## config.mk

```make
export PLATFORM = sky130hd
export DESIGN_NAME = id_stage_ctrl
export DESIGN_NICKNAME = d
export VERILOG_FILES = /design/src/rtl/id_stage_ctrl.sv
export SDC_FILE = /design/constraint.sdc
export NUM_CORES = 1
export LEC_CHECK = 0
export ABC_AREA = 1
export BUFFER_PORTS_ARGS = -buffer_cell sky130_fd_sc_hd__buf_2
export CAP_MARGIN = 5
export CORE_MARGIN = 2
export CORE_UTILIZATION = 35
export CTS_BUF_LIST = sky130_fd_sc_hd__clkbuf_2
export CTS_CLUSTER_SIZE = 30
export DETAILED_ROUTE_END_ITERATION = 8
export SYNTH_ARGS = -nofsm -noshare
export SYNTH_HDL_FRONTEND = slang
export SYNTH_SLANG_ARGS = --single-unit
```

## constraint.sdc

```tcl
create_clock -name clk_i -period 7.4 [get_ports clk_i]
set_input_delay 1.48 -clock clk_i [delete_from_list [all_inputs] [get_ports clk_i]]
set_output_delay 1.48 -clock clk_i [all_outputs]
set_load 0.03 [all_outputs]
```

## src/rtl/id_stage_ctrl.sv

```systemverilog
// Decode-stage controller: decodes fetch entries, buffers them in a small FIFO and
// issues them in order, serializing CSR-unit work and halting after an exception.

package riscv_pkg;
    typedef enum logic [1:0] {
        PRIV_LVL_U = 2'b00,
        PRIV_LVL_S = 2'b01,
        PRIV_LVL_M = 2'b11
    } priv_lvl_t;

    localparam logic [31:0] ILLEGAL_INSTR  = 32'd2;
    localparam logic [31:0] BREAKPOINT     = 32'd3;
    localparam logic [31:0] ENV_CALL_UMODE = 32'd8;
    localparam logic [31:0] ENV_CALL_SMODE = 32'd9;
    localparam logic [31:0] ENV_CALL_MMODE = 32'd11;

    localparam logic [6:0] OPCODE_LOAD     = 7'h03;
    localparam logic [6:0] OPCODE_MISC_MEM = 7'h0f;
    localparam logic [6:0] OPCODE_OP_IMM   = 7'h13;
    localparam logic [6:0] OPCODE_AUIPC    = 7'h17;
    localparam logic [6:0] OPCODE_STORE    = 7'h23;
    localparam logic [6:0] OPCODE_OP       = 7'h33;
    localparam logic [6:0] OPCODE_LUI      = 7'h37;
    localparam logic [6:0] OPCODE_BRANCH   = 7'h63;
    localparam logic [6:0] OPCODE_JALR     = 7'h67;
    localparam logic [6:0] OPCODE_JAL      = 7'h6f;
    localparam logic [6:0] OPCODE_SYSTEM   = 7'h73;

    localparam logic [11:0] CSR_SATP = 12'h180;
endpackage

package tortoise_pkg;
    typedef struct packed {
        logic        valid;
        logic [31:0] address;
        logic [31:0] instruction;
    } fetch_entry_t;

    typedef enum logic [2:0] {
        FU_NONE, FU_LOAD, FU_STORE, FU_ALU, FU_CTRL_FLOW, FU_CSR
    } fu_t;

    typedef enum logic [5:0] {
        OP_ADD, OP_SUB, OP_SLT, OP_SLTU, OP_XOR, OP_OR, OP_AND, OP_SLL, OP_SRL, OP_SRA,
        OP_JAL, OP_JALR, OP_BEQ, OP_BNE, OP_BLT, OP_BGE, OP_BLTU, OP_BGEU,
        OP_LB, OP_LH, OP_LW, OP_LBU, OP_LHU, OP_SB, OP_SH, OP_SW,
        OP_CSRRW, OP_CSRRS, OP_CSRRC, OP_MRET, OP_SRET, OP_DRET, OP_WFI,
        OP_FENCE, OP_FENCE_I
    } fu_op_t;

    typedef struct packed {
        logic [31:0] cause;
        logic [31:0] tval;
        logic        valid;
    } exception_t;

    typedef struct packed {
        logic [31:0] pc;
        fu_t         fu;
        fu_op_t      op;
        logic [4:0]  rs1;
        logic [4:0]  rs2;
        logic [4:0]  rd;
        logic [31:0] result;   // immediate, CSR address or precomputed AUIPC value
        logic        use_imm;
        exception_t  ex;
    } scoreboard_entry_t;
endpackage

module id_decoder
    import riscv_pkg::*, tortoise_pkg::*;
(
    input  logic [31:0]       pc,
    input  logic [31:0]       instr,
    input  priv_lvl_t         priv_lvl,
    input  logic              debug_mode,
    input  logic              tvm,
    input  logic              tw,
    input  logic              tsr,
    output scoreboard_entry_t sbe
);
    logic [6:0]  opcode;
    logic [2:0]  funct3;
    logic [6:0]  funct7;
    logic [11:0] funct12;
    logic [4:0]  rd, rs1, rs2;
    logic [31:0] imm_i, imm_s, imm_b, imm_u, imm_j;
    logic        illegal, ecall, ebreak, csr_write;

    assign opcode    = instr[6:0];
    assign rd        = instr[11:7];
    assign funct3    = instr[14:12];
    assign rs1       = instr[19:15];
    assign rs2       = instr[24:20];
    assign funct7    = instr[31:25];
    assign funct12   = instr[31:20];
    assign imm_i     = {{20{instr[31]}}, instr[31:20]};
    assign imm_s     = {{20{instr[31]}}, instr[31:25], instr[11:7]};
    assign imm_b     = {{20{instr[31]}}, instr[7], instr[30:25], instr[11:8], 1'b0};
    assign imm_u     = {instr[31:12], 12'b0};
    assign imm_j     = {{12{instr[31]}}, instr[19:12], instr[20], instr[30:21], 1'b0};
    assign csr_write = (funct3[1:0] == 2'b01) || (rs1 != 5'd0);

    function automatic fu_op_t alu_op(input logic [2:0] f3, input logic alt);
        case (f3)
            3'd0:    return alt ? OP_SUB : OP_ADD;
            3'd1:    return OP_SLL;
            3'd2:    return OP_SLT;
            3'd3:    return OP_SLTU;
            3'd4:    return OP_XOR;
            3'd5:    return alt ? OP_SRA : OP_SRL;
            3'd6:    return OP_OR;
            default: return OP_AND;
        endcase
    endfunction

    // NOTE: every variable driven here gets a default first so no path can infer a latch.
    always_comb begin
        sbe     = '0;
        sbe.pc  = pc;
        illegal = 1'b0;
        ecall   = 1'b0;
        ebreak  = 1'b0;
        case (opcode)
            OPCODE_LUI, OPCODE_AUIPC: begin
                sbe.fu      = FU_ALU;
                sbe.op      = OP_ADD;
                sbe.rd      = rd;
                sbe.use_imm = 1'b1;
                sbe.result  = (opcode == OPCODE_LUI) ? imm_u : pc + imm_u;
            end
            OPCODE_JAL: begin
                sbe.fu     = FU_CTRL_FLOW;
                sbe.op     = OP_JAL;
                sbe.rd     = rd;
                sbe.result = imm_j;
            end
            OPCODE_JALR: begin
                sbe.fu     = FU_CTRL_FLOW;
                sbe.op     = OP_JALR;
                sbe.rs1    = rs1;
                sbe.rd     = rd;
                sbe.result = imm_i;
                illegal    = (funct3 != 3'd0);
            end
            OPCODE_BRANCH: begin
                sbe.fu     = FU_CTRL_FLOW;
                sbe.rs1    = rs1;
                sbe.rs2    = rs2;
                sbe.result = imm_b;
                case (funct3)
                    3'd0:    sbe.op = OP_BEQ;
                    3'd1:    sbe.op = OP_BNE;
                    3'd4:    sbe.op = OP_BLT;
                    3'd5:    sbe.op = OP_BGE;
                    3'd6:    sbe.op = OP_BLTU;
                    3'd7:    sbe.op = OP_BGEU;
                    default: illegal = 1'b1;
                endcase
            end
            OPCODE_LOAD: begin
                sbe.fu     = FU_LOAD;
                sbe.rs1    = rs1;
                sbe.rd     = rd;
                sbe.result = imm_i;
                case (funct3)
                    3'd0:    sbe.op = OP_LB;
                    3'd1:    sbe.op = OP_LH;
                    3'd2:    sbe.op = OP_LW;
                    3'd4:    sbe.op = OP_LBU;
                    3'd5:    sbe.op = OP_LHU;
                    default: illegal = 1'b1;
                endcase
            end
            OPCODE_STORE: begin
                sbe.fu     = FU_STORE;
                sbe.rs1    = rs1;
                sbe.rs2    = rs2;
                sbe.result = imm_s;
                case (funct3)
                    3'd0:    sbe.op = OP_SB;
                    3'd1:    sbe.op = OP_SH;
                    3'd2:    sbe.op = OP_SW;
                    default: illegal = 1'b1;
                endcase
            end
            OPCODE_OP_IMM: begin
                sbe.fu      = FU_ALU;
                sbe.op      = alu_op(funct3, (funct3 == 3'd5) && instr[30]);
                sbe.rs1     = rs1;
                sbe.rd      = rd;
                sbe.use_imm = 1'b1;
                sbe.result  = imm_i;
                illegal     = ((funct3 == 3'd1) && (funct7 != 7'd0)) ||
                              ((funct3 == 3'd5) && ({funct7[6], funct7[4:0]} != 6'd0));
            end
            OPCODE_OP: begin
                sbe.fu  = FU_ALU;
                sbe.op  = alu_op(funct3, funct7[5]);
                sbe.rs1 = rs1;
                sbe.rs2 = rs2;
                sbe.rd  = rd;
                illegal = (funct7 != 7'h00) &&
                          !((funct7 == 7'h20) && ((funct3 == 3'd0) || (funct3 == 3'd5)));
            end
            OPCODE_MISC_MEM: begin
                // Fences drain the pipeline, so they go through the serializing CSR path.
                sbe.fu = FU_CSR;
                case (funct3)
                    3'd0:    sbe.op = OP_FENCE;
                    3'd1:    sbe.op = OP_FENCE_I;
                    default: illegal = 1'b1;
                endcase
            end
            OPCODE_SYSTEM: begin
                sbe.fu = FU_CSR;
                if (funct3 == 3'd0) begin
                    case (funct12)
                        12'h000: ecall  = 1'b1;
                        12'h001: ebreak = 1'b1;
                        12'h302: begin sbe.op = OP_MRET; illegal = (priv_lvl != PRIV_LVL_M); end
                        12'h102: begin
                            sbe.op  = OP_SRET;
                            illegal = (priv_lvl == PRIV_LVL_U) || ((priv_lvl == PRIV_LVL_S) && tsr);
                        end
                        12'h7b2: begin sbe.op = OP_DRET; illegal = !debug_mode; end
                        12'h105: begin sbe.op = OP_WFI;  illegal = tw && (priv_lvl != PRIV_LVL_M); end
                        default: illegal = 1'b1;
                    endcase
                    if ((rs1 != 5'd0) || (rd != 5'd0)) illegal = 1'b1;
                end else if (funct3 == 3'd4) begin
                    illegal = 1'b1;
                end else begin
                    case (funct3[1:0])
                        2'b01:   sbe.op = OP_CSRRW;
                        2'b10:   sbe.op = OP_CSRRS;
                        default: sbe.op = OP_CSRRC;
                    endcase
                    sbe.rs1     = rs1;
                    sbe.rd      = rd;
                    sbe.use_imm = funct3[2];
                    sbe.result  = {20'b0, funct12};
                    if ((funct12[9:8] > 2'(priv_lvl)) ||
                        (csr_write && (funct12[11:10] == 2'b11)) ||
                        ((funct12 == CSR_SATP) && tvm && (priv_lvl == PRIV_LVL_S)))
                        illegal = 1'b1;
                end
            end
            default: illegal = 1'b1;
        endcase

        if (illegal) begin
            sbe.ex = '{cause: ILLEGAL_INSTR, tval: instr, valid: 1'b1};
        end else if (ecall) begin
            sbe.ex.valid = 1'b1;
            case (priv_lvl)
                PRIV_LVL_U: sbe.ex.cause = ENV_CALL_UMODE;
                PRIV_LVL_S: sbe.ex.cause = ENV_CALL_SMODE;
                default:    sbe.ex.cause = ENV_CALL_MMODE;
            endcase
        end else if (ebreak) begin
            sbe.ex = '{cause: BREAKPOINT, tval: pc, valid: 1'b1};
        end
    end
endmodule

module id_stage_ctrl
    import tortoise_pkg::*;
#(
    parameter int unsigned DEPTH = 2
) (
    input  logic                  clk_i,
    input  logic                  rst_i,
    input  logic                  flush_i,
    input  fetch_entry_t          fetch_i,
    output logic                  fetch_ready_o,
    input  riscv_pkg::priv_lvl_t  priv_lvl_i,
    input  logic                  debug_mode_i,
    input  logic                  tvm_i,
    input  logic                  tw_i,
    input  logic                  tsr_i,
    output scoreboard_entry_t     sbe_o,
    output logic                  issue_valid_o,
    input  logic                  issue_ready_i,
    input  logic                  sb_empty_i,
    output logic                  serial_wait_o
);
    localparam int unsigned CNT_W = $clog2(DEPTH + 1);
    localparam int unsigned PTR_W = $clog2(DEPTH);

    typedef enum logic [1:0] {RUN, WAIT_EMPTY, HALT_EX} state_t;

    state_t            state_q, state_d;
    scoreboard_entry_t mem [DEPTH];
    scoreboard_entry_t decoded, head;
    logic [PTR_W-1:0]  rd_ptr, wr_ptr;
    logic [CNT_W-1:0]  count;
    logic              push, pop, serializing;

    id_decoder u_decoder (
        .pc         (fetch_i.address),
        .instr      (fetch_i.instruction),
        .priv_lvl   (priv_lvl_i),
        .debug_mode (debug_mode_i),
        .tvm        (tvm_i),
        .tw         (tw_i),
        .tsr        (tsr_i),
        .sbe        (decoded)
    );

    assign head          = mem[rd_ptr];
    assign sbe_o         = head;
    assign issue_valid_o = (count != '0) && (state_q == RUN);
    assign fetch_ready_o = (count < CNT_W'(DEPTH)) && (state_q != HALT_EX);
    assign serial_wait_o = (state_q == WAIT_EMPTY);
    assign push          = fetch_i.valid && fetch_ready_o && !flush_i;
    assign pop           = issue_valid_o && issue_ready_i;
    assign serializing   = (head.fu == FU_CSR) && !head.ex.valid;

    // NOTE: the entry storage is reset too, because sbe_o must read all-zero out of reset.
    always_ff @(posedge clk_i) begin
        if (rst_i) begin
            count  <= '0;
            rd_ptr <= '0;
            wr_ptr <= '0;
            for (int i = 0; i < int'(DEPTH); i++) mem[i] <= '0;
        end else if (flush_i) begin
            count  <= '0;
            rd_ptr <= '0;
            wr_ptr <= '0;
        end else begin
            // NOTE: non-blocking assignments keep every register update on the same edge snapshot.
            if (push) begin
                mem[wr_ptr] <= decoded;
                wr_ptr      <= wr_ptr + PTR_W'(1);
            end
            if (pop) rd_ptr <= rd_ptr + PTR_W'(1);
            count <= count + CNT_W'(push) - CNT_W'(pop);
        end
    end

    always_ff @(posedge clk_i) begin
        if (rst_i) state_q <= RUN;
        else       state_q <= state_d;
    end

    always_comb begin
        state_d = state_q;
        if (flush_i) begin
            state_d = RUN;
        end else begin
            case (state_q)
                RUN: begin
                    if (pop && head.ex.valid) state_d = HALT_EX;
                    else if (pop && serializing) state_d = WAIT_EMPTY;
                end
                WAIT_EMPTY: if (sb_empty_i) state_d = RUN;
                default: state_d = HALT_EX;
            endcase
        end
    end
endmodule

```

## Yosys cells after proc, flatten, opt, wreduce, memory -nomap -nowiden

Memory sizes are Yosys's and may differ from the RTL's. A register that Yosys moved wholly into a read port is not among the register bits.
Cells that the tools add are included.

- Memory bits (writable): 308
- Bits of input ports: 76
- Output and inout port bits: 157
- Register bits after elaboration: 6
- Word-level logic and storage cells: 162
- Memories kept: 1

Memory list:

| memory | words | width | rd ports | clocked after Yosys merged registers in | write ports | line | RTL |
|---|---|---|---|---|---|---|---|
| mem | 2 | 154 | 1 | 1 | 2 | 294 | `scoreboard_entry_t mem [DEPTH];` |

- $add $sub $neg: 5
- Multiplexer cells: 61
- $lt $le $gt $ge: 2
- Reduce and logical (&&, ||, !) cells: 54
- Equal/unequal tests: 35

Operators by type and width:

| operator | count |
|---|---|
| $pmux W32 S6 | 1 |
| $mux W154 | 1 |
| $reduce_or A154 Y1 | 1 |
| $pmux W9 S10 | 1 |
| $pmux W6 S7 | 2 |
| $mux W38 | 2 |
| $mux W65 | 1 |
| $mux W32 | 2 |
| $eq A12 B9 Y1 const B | 3 |
| $mux W35 | 1 |
| $add A32 B32 Y32 | 1 |
| $pmux W5 S6 | 1 |
| $mux W1 | 29 |
| $eq A7 B6 Y1 const B | 4 |
| $eq A7 B7 Y1 const B | 4 |
| $pmux W5 S5 | 1 |
| $pmux W6 S4 | 1 |
| $pmux W5 S2 | 2 |
| $logic_and A1 B1 Y1 | 18 |
| $eq A3 B3 Y1 const B | 5 |
| $pmux W5 S3 | 1 |
| $reduce_or A3 Y1 | 5 |
| $eq A7 B5 Y1 const B | 2 |
| $eq A12 B1 Y1 const B | 1 |
| other kinds (41) | 67 |

## Logic depth before layout (Yosys ltp)

Gate-level depths: netlist of run 1.

- Depth after elaboration: 11
- Depth in mapped cells: 16
- Gate-level depth less buffers: 16

## By module

Synthesis of run 1 repeated with hierarchy kept, for this count alone.

- Cell total of the unflattened synthesis: 2137
- Area total of the unflattened synthesis: 17564.3 um^2

Modules (own cells, without submodules):

| module | instances | cells each | area each (um^2) | seq. area each (um^2) |
|---|---|---|---|---|
| id_stage_ctrl | 1 | 1356 | 13543.0 | 9389.0 |
| id_decoder | 1 | 781 | 4021.4 | 0.0 |

## Worst setup path before layout of run 1

OpenSTA, ideal clock, no wires.

- Path type: in2reg
- From: input fetch_i[64] (netlist bit)
- To: memory mem[0][0] (netlist bit), enable pin
- Setup slack: 1.796 ns
- Data required time: 6.310 ns
- Path buffers: 2
- Stages: 8
- Arrival time: 4.514 ns
- Setup time: 1.090 ns
- Cell sequence: nand2_1 nor2_1 inv_1 nor2_1 nand2_1 clkbuf_1 clkbuf_1 nand2_1

RTL lines:

| what | line | RTL |
|---|---|---|
| start, declared | 275 | `input fetch_entry_t fetch_i,` |
| end, declared | 294 |  |

==> impl_results.md, run 1 <==
* Run status: completed
* Die Y at slightly above 200 µm
* Core area at just over 40,000 µm²
* Power per standard cell area at 202 nW/µm²
* Clock-pin slew on the worst setup and hold paths at 0.09 ns
* Top FF cell, synth: edfxtp_1
* Share of layout cells above drive strength 1 at 0.178
* Worst skew pair latency at between 0.9 and 1 ns
* Longest Clk Path Bufs at 3
* CTS sink cnt at 257
* Final min period at approximately 5.3 ns
* End point of the worst hold path: wr_ptr
* CP Class: reg2out
* CP arrival at 3.86 ns
* Post_cts resized at 0
* Final Hold Vio Count at 0
* Remaining Overflow, GRT at 0
* First-pass GRT wire length at around 72,000 µm
* Lkg Pwr at between 7 and 8 nW
* Post-Syn Area at roughly 14,000 µm²
* M1 WL at 20,200 µm
* Row cnt at 74
* Die area at 42,500 µm²
* Gate Count Post-Synth at about 1,700
* Initial core utilization at 0.353
* Clock Skew at about 0.061 ns
* Hold path cells at 2
* Critical-path cell list: clkinv_2 -> buf_4 -> nand2_1 -> nand2_1 -> buf_2
* CP Capture Type: output port
* R2R setup slack at about 3 ns
* Fmax at roughly 0.19 GHz
* Slowest CP cell: dfxtp_4
* Reg2Reg Depth at 7
* Cts bufs inserted at between 70 and 80
* Hold WC Path Type: reg2reg
* Number of flops mapped to enable cells by yosys at 250
* Hold buffer count at CTS at 0
* Crit path max fanout at between 80 and 90
* Post-CTS Setup Inserts at 0
* Synthesis-to-layout area growth at 14.0%
* RR Endpoint: mem[1][148]
* Fill cells at approximately 4,200
* H-tree level count at 3
* Worst Slack Setup Final at a little over 2 ns
* Warnings from Yosys at 0
* Total Power at between 3 and 4 mW
* Routed WL per cell at between 15 and 20 µm
* Root Buffer: clkbuf_2
* Total global-route track usage at 0.230
* Worst slack at placement at roughly 1.9 ns
* Number of global-route vias before repair at 12,200
* Setup TNS Final at 0 ns
* Drt pass-1 iters at 5
* Hold path start: wr_ptr
* Highest metal used: met4
* Final setup violating endpoints at 0
* Port bufs at just over 200
* Post-route clock period utilization at 0.721
* Register area share after synthesis at 0.534
* #FFs+latches synth at between 200 and 300
* Number of max-cap violations at 0
* Final Slew Violations at 0
* Initial antenna violation count at 2
* Critical R2R Launch: state_q[0]
* Met2 wire len at around 23,000 µm
* VDD IR-drop max at 0.0965 mV
* Share of synthesized flip-flops with an asynchronous set or reset at 0
* Max incr delay on CP at 0.83 ns
* DRT iter0 DRCs at 1,094
* Syn Area/Cell at about 8 µm²
* Final WL at around 49,000 µm
* Most frequent CP cell: nand2_1
* Worst-margin pin slew at approximately 1.3 ns
* Ports at 233
* CTS tree: yes
* Via count at ~13,000
* Met3 wire length at around 3400 µm
* WHS at about 0.47 ns
* Max-Slew Margin vs Limit at 0.140
* Pin count of the biggest net entering global routing at 82
* Die width at 206 µm
* Crit path launch type: flop
* GP Congestion at about 0.92
* Vias per cell at 5.05
* DR DRC count at 0
* Critical Path RT at just under 6 ns
* Netlist cell types at a little over 50
* ANT nets after route at 0
* RSZ-0062 raised after global routing: false
* Dpl hpwl at around 35,000 µm
* Util after Layout at 0.402
* Fin nets at ~2,100
synth_stat cells (3+ instances only):
cell type	instances	area, µm²
nand3_1	78	390
o211ai_1	4	30.0
xnor2_1	5	43.8
buf_1	3	11.3
nor3_1	12	60.1
nor2_2	4	25.0
xor2_1	6	52.6
buf_4	32	240
a22oi_1	4	30.0
edfxtp_1	250	7510
o21bai_1	4	30.0
nand2_1	611	2290
clkbuf_1	57	214
buf_2	3	15.0
nand2_2	5	31.3
a31oi_1	3	18.8
o21ai_0	18	90.1
o22ai_1	4	25.0
inv_2	5	18.8
buf_6	6	67.6
ha_1	27	338
a21o_1	4	30.0
o221ai_1	3	26.3
nor2_1	251	942
nand4_1	14	87.6
inv_1	146	548
a21oi_1	134	671
dfxtp_1	7	140
nor4_1	3	18.8
a211oi_1	6	45.0
power breakdown:
part,internal [mW],switching (mW)
logic,0.124,0.399
clock network,0.481,0.610
registers,1.66,0.0184
worst max path at each step:
stage                     start          end  slack, ns  cells after the start
floorplan           fetch_i[64]    mem[0][0]       1.80                      8
CTS                        flop    sbe_o[19]       1.91                      5
global route               flop    sbe_o[24]       1.69                      5
global placement        flush_i  mem[1][147]       1.94                      7
finish                     flop    sbe_o[87]       2.06                      5
detailed placement      flush_i   mem[1][92]       1.90                      7
critical path, delay by kind of cell (launching register included):
family,cells,cell delay [ns]
and+or+nand+nor,2,0.28
buffers and inverters,3,1.71
DFF,1,0.83
sequential cells by signal (all words and copies together) (netlist names), named ones only:
register / cells
mem: 250
count: 2
state_q: 2
rd_ptr: 1
wr_ptr: 1
routing by layer:
layer | vias to the layer above | global-route usage
li1 | 6101 | -
met4 | 0 | 0.114
met3 | 115 | 0.0457
met1 | 6021 | 0.293
met5 | - | 0
met2 | 543 | 0.374
kinds of logic after synthesis:
family          share of synthesized area
xor+xnor                          0.00673
fa+ha+maj                          0.0250
simple gates                        0.278
other cells                      0.000262
compound gates                     0.0769
flops                               0.534
mux                              0.000700
buf+inv                            0.0784
placed cells by master, fill, tap and decap left out, types with 7 or more instances in the layout:
cell	instances
clkinv_1	8
ha_1	27
nor2_1	251
buf_4	8
nand2_1	608
nor3_1	12
conb_1	29
nand4_1	14
inv_2	7
inv_1	146
o21ai_0	18
nand3_1	78
edfxtp_1	250
buf_2	203
clkbuf_2	105
a21oi_1	134
metrics by stage:
step,cell area (µm²),instances
finish,16300,2533
CTS,16300,2531
global route,16300,2533
detailed placement,15600,2409
floorplan,14400,1767
global placement,15600,2409
layout make-up:
type,count,area [µm²],share of cell area
flip-flops and latches,257,7650,0.469
multi-input cells,1256,5670,0.347
inverters,153,577,0.0354
repair buffers,211,1080,0.0660
diodes,2,5.00,0.000307
clock inverters,17,148,0.00905
well taps,532,666,0.0408
clock buffers,105,526,0.0322
Power figures use the tool's default switching activity.
==> inputs of run 2 (changes only) <==
--- a/config.mk
+++ b/config.mk
@@ -5,7 +5,7 @@
 export SDC_FILE = /design/constraint.sdc
 export NUM_CORES = 1
 export LEC_CHECK = 0
-export ABC_AREA = 1
+export ABC_AREA = 0
 export BUFFER_PORTS_ARGS = -buffer_cell sky130_fd_sc_hd__buf_2
 export CAP_MARGIN = 5
 export CORE_MARGIN = 2
==> constraint.sdc (replaced) <==
create_clock -name clk_i -period 5.3 [get_ports clk_i]
set_input_delay 1.06 -clock clk_i [delete_from_list [all_inputs] [get_ports clk_i]]
set_output_delay 1.06 -clock clk_i [all_outputs]
set_load 0.03 [all_outputs]
==> impl_results.md, run 2 <==
* Number of flops mapped to enable cells by yosys at 250 (unchanged)
* Max-Slew Margin vs Limit at 0.351 (+0.211)
* Count leader, synth: edfxtp_1
* Setup TNS Final at 0 ns (unchanged)
* Die width at 204 µm (-1.2%)
* Post-Syn Area at 14,000 µm² (-2.5%)
* Fin nets at 1,492 (-27%)
* Crit path max fanout at 63 (-22%)
* Remaining Overflow, GRT at 0 (unchanged)
* Initial antenna violation count at 2 (unchanged)
* H-tree level count at 3 (unchanged)
* DRT iter0 DRCs at 977 (-11%)
* Synthesis-to-layout area growth at 14.7%
* VDD IR-drop max at 0.0935 mV (-3.1%)
* Worst skew pair latency at 0.93 ns (about the same)
* DR DRC count at 0 (unchanged)
* Final Slew Violations at 0 (unchanged)
* Gate Count Post-Synth at 1,177 (-32%)
* RSZ-0062 raised after global routing: false
* Routed WL per cell at 23.0 µm (+19%)
* Longest Clk Path Bufs at 3 (unchanged)
* Fill cells at 3,891 (-7.6%)
* Commonest non-fill, non-tap cell in the layout: edfxtp_1
* CP Capture Type: output port
* Critical R2R Launch: state_q[0]
* Synth cell count leaders: edfxtp_1 (250), nor2_1 (134), mux2_2 (125)
* Worst-margin pin slew at 0.974 ns (-0.313 ns)
* Post-CTS Setup Inserts at 0 (unchanged)
* Final non-filler cell total at 1,956 (-23%)
* Syn Area/Cell at 11.9 µm² (+44%)
* CP Class: reg2out
* Crit path launch type: flop
* Post-synth top area share at 0.538 (+0.0134)
* CP arrival at 2.99 ns (-0.87 ns)
* Pin count of the biggest net entering global routing at 119 (+45%)
* Final setup violating endpoints at 0 (unchanged)
* Reg2Reg Depth at 8 (+1)
* Largest Register: mem
* Root Buffer: clkbuf_2
* Core area at 39,500 µm² (-2.5%)
* Final min period at slightly above 4 ns
* Dpl hpwl at 30,900 µm (-11%)
* Register area share after synthesis at 0.548 (+0.0137)
* Via count at 10,500 (-18%)
* Die area at 41,500 µm² (-2.4%)
* Final Hold Vio Count at 0 (unchanged)
* ANT nets after route at 0 (unchanged)
* Vias per cell at 5.37 (+6.4%)
* Row cnt at 73 (-1.4%)
* First-pass GRT wire length at 66,200 µm (-8.7%)
* Share of layout cells above drive strength 1 at 0.347 (+0.169)
* Max FFs per register at 250 (unchanged)
* Clock-pin slew on the worst setup and hold paths at 0.10 ns (about the same)
* Drt pass-1 iters at 5 (unchanged)
* Total global-route track usage at 0.217 (-0.0133)
* Post-route clock period utilization at 0.764
* #FFs+latches synth at 257 (unchanged)
* Die Y at 204 µm (-1.2%)
* Critical Path RT at 4.24 ns (-1.68 ns)
* Number of global-route vias before repair at 10,400 (-15%)
* Largest registers: mem (250), count (2), state_q (2)
* Final WL at 45,000 µm (-8.3%)
* Netlist cell types at 65 (+27%)
* Lkg Pwr at 6.50 nW (-16%)
* Fmax at between 0.2 and 0.25 GHz
* Hold path cells at 3 (+1)
* CTS sink cnt at 257 (unchanged)
* Run status: completed
* Ports at 233 (unchanged)
* CTS tree: yes
* Share of synthesized flip-flops with an asynchronous set or reset at 0 (unchanged)
* Warnings from Yosys at 0 (unchanged)
* GP Congestion at 0.888 (-3.4%)
* Hold path start: sb_empty_i
* Synth top area cells: edfxtp_1 (54%), mux2_2 (10%), nor2_1 (3.6%)
* Commonest cells after routing, fill and taps aside: edfxtp_1 (250), buf_2 (203), nor2_1 (130), mux2_2 (125), clkbuf_2 (95)
* Top cell type by total area after synthesis: edfxtp_1
* Post_cts resized at 0 (unchanged)
* Hold WC Path Type: in2reg
* Placed cell count at 1,842 (-24%)
* Number of max-cap violations at 0 (unchanged)
* Top FF cell, synth: edfxtp_1
* R2R setup slack at 2.13 ns (-0.94 ns)
* Port bufs at 203 (unchanged)
* Cts bufs inserted at 69 (-5.5%)
* Hold buffer count at CTS at 0 (unchanged)
* Power per standard cell area at 281 nW/µm² (+39%)
* Clock Skew at 0.0426 ns (-0.0185 ns)
* RR Endpoint: mem[1][84]
* WHS at 0.478 ns (+0.00496 ns)
* Initial core utilization at 0.353 (about the same)
* End point of the worst hold path: state_q[1]
## run 2: per-layer routing
| metal | GRT usage | part of all wire | up-vias |
|---|---|---|---|
| met5 | 0 | 0.00022 | - |
| met4 | 0.0920 | 0.032 | 2 |
| met3 | 0.0455 | 0.070 | 74 |
| met2 | 0.342 | 0.46 | 444 |
| met1 | 0.290 | 0.44 | 5156 |
| li1 | - | - | 4828 |
## run 2: report_power, final
group | switching (mW) | leakage (nW) | internal [mW] | total [mW]
clock network | 0.837 | 0.461 | 0.575 | 1.41
logic | 0.520 | 3.36 | 0.220 | 0.739
registers | 0.0260 | 2.68 | 2.33 | 2.35
total | 1.38 | 6.50 | 3.12 | 4.50
## run 2: how the worst max path moves through the flow
| stage | start | end | cells after the start |
|---|---|---|---|
| finish | flop | sbe_o[78] | 3 |
| global route | flop | sbe_o[78] | 3 |
| CTS | flop | sbe_o[78] | 3 |
| detailed placement | fetch_i[13] | mem[1][17] | 12 |
| global placement | fetch_i[13] | mem[1][16] | 12 |
| floorplan | fetch_i[64] | mem[0][0] | 3 |
## run 2: cell families (layout without fill, tap and decap cells)
family          count (synthesis)  count (layout)  synth area share
simple gates                  387             387             0.143
flops                         257             257             0.548
compound gates                228             228             0.122
buf+inv                       130             355            0.0463
mux                           125             125             0.101
fa+ha+maj                      28              28            0.0256
xor+xnor                       21              21            0.0132
other cells                     1              30          0.000269
## run 2: area by class of cell
class,instances,area [µm²],share of cell area
Timing Repair Buffer,224,1220,0.0765
Sequential cell,257,7650,0.478
Clock inverter,18,123,0.00766
Tap cell,525,657,0.0410
Inverter,18,67.6,0.00422
Clock buffer,95,475,0.0297
Antenna cell,1,2.50,0.000156
Multi-Input combinational cell,818,5800,0.363
## run 2: per-stage QoR
stage	total power [mW]	area (µm²)	utilization	worst slack, ns
after floorplan	2.89	14100	-	0.0912
after global placement	3.13	15400	0.389	0.920
after detailed placement	3.14	15400	0.389	0.801
after CTS	4.56	16000	0.405	1.11
after global routing	4.71	16000	0.405	1.03
final	4.50	16000	0.405	1.25
## run 2: worst max-delay path, cell delays in order (launching register included)
cell and delay (ns):
dfxtp_4 0.98, buf_12 0.38, mux2_2 0.42, buf_2 0.19
==> inputs of run 3 (changes only) <==
==> constraint.sdc (replaced) <==
create_clock -name clk_i -period 3.25 [get_ports clk_i]
set_input_delay 0.65 -clock clk_i [delete_from_list [all_inputs] [get_ports clk_i]]
set_output_delay 0.65 -clock clk_i [all_outputs]
set_load 0.03 [all_outputs]
==> impl_results.md, run 3 (synthesized netlist as in run 2, its figures left out) <==
* Run status: completed
* Clock network fraction of total power at 0.335 (+0.021)
* Post_cts resized at 0 (unchanged)
* Final WL at 46,200 µm (+2.7%)
* Drt pass-1 iters at 5 (unchanged)
* Clock-pin slew on the worst setup and hold paths at 0.10 ns (about the same)
* Critical Path RT at 2.60 ns (-1.64 ns)
* ANT nets after route at 0 (unchanged)
* CP arrival at 2.45 ns (-0.54 ns)
* Ports at 233 (unchanged)
* Remaining Overflow, GRT at 0 (unchanged)
* Commonest cells after routing, fill and taps aside: edfxtp_1 (250), buf_2 (203), buf_4 (135), nor2_1 (131), mux2_2 (125)
* Flop pwr share at 0.491 (-0.031)
* Final Hold Vio Count at 0 (unchanged)
* Crit-path leading delay family: buffers and inverters
* Pin count of the biggest net entering global routing at 62 (-48%)
* Final min period at 3.10 ns
* Routed WL per cell at 22.1 µm (-4.1%)
* Met2 Use GR at 0.352 (+0.0108)
* H-tree level count at 3 (unchanged)
* Max-Slew Margin vs Limit at 0.254 (-0.0968)
* Clock Skew at 0.0897 ns (+0.0471 ns)
* CP Capture Type: output port
* Number of global-route vias before repair at 11,100 (+6.1%)
* Post-route clock period utilization at 0.954
* Row cnt at 73 (unchanged)
* Die Y at 204 µm (unchanged)
* Slowest CP cell: dfxtp_4
* Crit path launch type: flop
* Worst-margin pin slew at 1.11 ns (+0.141 ns)
* CTS sink cnt at 257 (unchanged)
* Cell Int Power at 5.49 mW (+76%)
* Longest Clk Path Bufs at 3 (unchanged)
* Port bufs at 203 (unchanged)
* Final instance area at 17,300 µm² (+7.8%)
* Switching Fraction at 0.295 (-0.0118)
* DR DRC count at 0 (unchanged)
* Final setup violating endpoints at 0 (unchanged)
* Via count at 11,000 (+5.1%)
* Largest Register: mem
* GP Congestion at 0.947 (+6.7%)
* Initial core utilization at 0.353 (unchanged)
* Max incr delay on CP at 0.46 ns (-0.52 ns)
* P_sw at 2.30 mW (+66%)
* Largest registers: mem (250), count (2), state_q (2)
* Final Slew Violations at 0 (unchanged)
* GRT Max-Usage Layer: met2
* Worst Path Buf+Inv at 2 (unchanged)
* Fmax at 0.323 GHz
* M3 GR Usage at 0.0452 (-0.000320)
* Fin nets at 1,626 (+9.0%)
* Synthesis-to-layout area growth at 23.7%
* Crit path max fanout at 57 (-9.5%)
* VDD IR-drop max at 0.200 mV (+110%)
* Area post-placement at 16,500 µm² (+7.0%)
* DRT iter0 DRCs at 908 (-7.1%)
* Util after Layout at 0.436 (+0.0317)
* Power per standard cell area at 452 nW/µm² (+60%)
* Share of layout cells above drive strength 1 at 0.406 (+0.0591)
* Dpl hpwl at 33,900 µm (+9.8%)
* CTS tree: yes
* WHS at 0.0929 ns (-0.385 ns)
* Max FFs per register at 250 (unchanged)
* Critical-path cell list: buf_12 -> mux2_2 -> buf_2
* RSZ-0062 raised after global routing: false
* Total global-route track usage at 0.222 (+0.00484)
* Lkg Pwr at 7.23 nW (+11%)
* Root Buffer: clkbuf_2
* Fill cells at 3,831 (-1.5%)
* Vias per cell at 5.27 (-1.8%)
* Area of the multi-input gates at 5820 µm² (+0.24%)
* Core area at 39,500 µm² (unchanged)
* Cts bufs inserted at 70 (+1.4%)
* Die area at 41,500 µm² (unchanged)
* Logic pwr share at 0.174 (+0.010)
* Grt met1 use at 0.293 (+0.00361)
* First-pass GRT wire length at 68,100 µm (+2.9%)
* Worst skew pair latency at 1.00 ns (+0.07 ns)
* Register area at 7650 µm² (about the same)
* CP Class: reg2out
* Number of max-cap violations at 0 (unchanged)
* Initial antenna violation count at 2 (unchanged)
* Die width at 204 µm (unchanged)
* Setup TNS Final at 0 ns (unchanged)
* Hold WC Path Type: in2reg
* Commonest non-fill, non-tap cell in the layout: edfxtp_1
[run 3: cell count changes in the layout (fill, tap and decap cells not counted), sizes merged]
cell | previous run | this run
buf | 224 | 351
bufinv | 2 | 5
dlygate4sd3 | 0 | 6
clkinv | 13 | 9
inv | 21 | 20
clkbuf | 95 | 103
[run 3: path summary, 6_finish.rpt]
kind	startpoint	slack (ns)	depth (start not counted)	to
max	flop	0.15	3	sbe_o[94]
max reg2reg	state_q[0]	1.04	6	mem[0][99]
min reg2reg	rd_ptr	0.52	2	flop
min	fetch_i[42]	0.09	2	mem[1][11]
[run 3: worst register-to-register path: stages, from the launching register on]
cell and delay [ns]:
dfxtp_2 0.35, inv_2 0.05, a21oi_4 0.12, nand2_2 0.12, or3_2 0.63, nor2_1 0.61
and2_1 0.22
[run 3: layout make-up]
type | instances | area share
Antenna cell | 1 | 0.000145
Clock buffer | 103 | 0.0299
Clock inverter | 16 | 0.0112
Inverter | 18 | 0.00392
Multi-Input combinational cell | 818 | 0.337
Sequential cell | 257 | 0.444
Tap cell | 525 | 0.0381
Timing Repair Buffer | 357 | 0.136
[run 3: power groups by stage]
stage	sequential (mW)	combinational (mW)	clock [mW]
after floorplan	3.90	0.811	0
after global placement	3.90	1.35	0
after detailed placement	3.91	1.35	0
after CTS	3.83	1.36	2.69
after global routing	3.85	1.44	2.86
final	3.83	1.35	2.61
[run 3: metrics by stage]
stage / setup WS [ns] / std cells / power [mW]
floorplan: -0.106 / 1205 / 4.71
global placement: -0.464 / 1969 / 5.25
detailed placement: -0.408 / 1969 / 5.25
CTS: 0.0465 / 2094 / 7.88
global route: 0.0111 / 2095 / 8.15
finish: 0.151 / 2095 / 7.79
[run 3: timing repair]
item                       in CTS  in global routing
setup buffers                   0                  0
hold buffers                    6                  0
hold endpoints to repair       10                  0
setup endpoints to repair       0                  0
[run 3: layer usage]
metal  part of all wire  routed length (µm)
met3              0.070                3240
met2               0.47               21800
met1               0.43               19800
met4              0.031                1430
met5                  0                   0
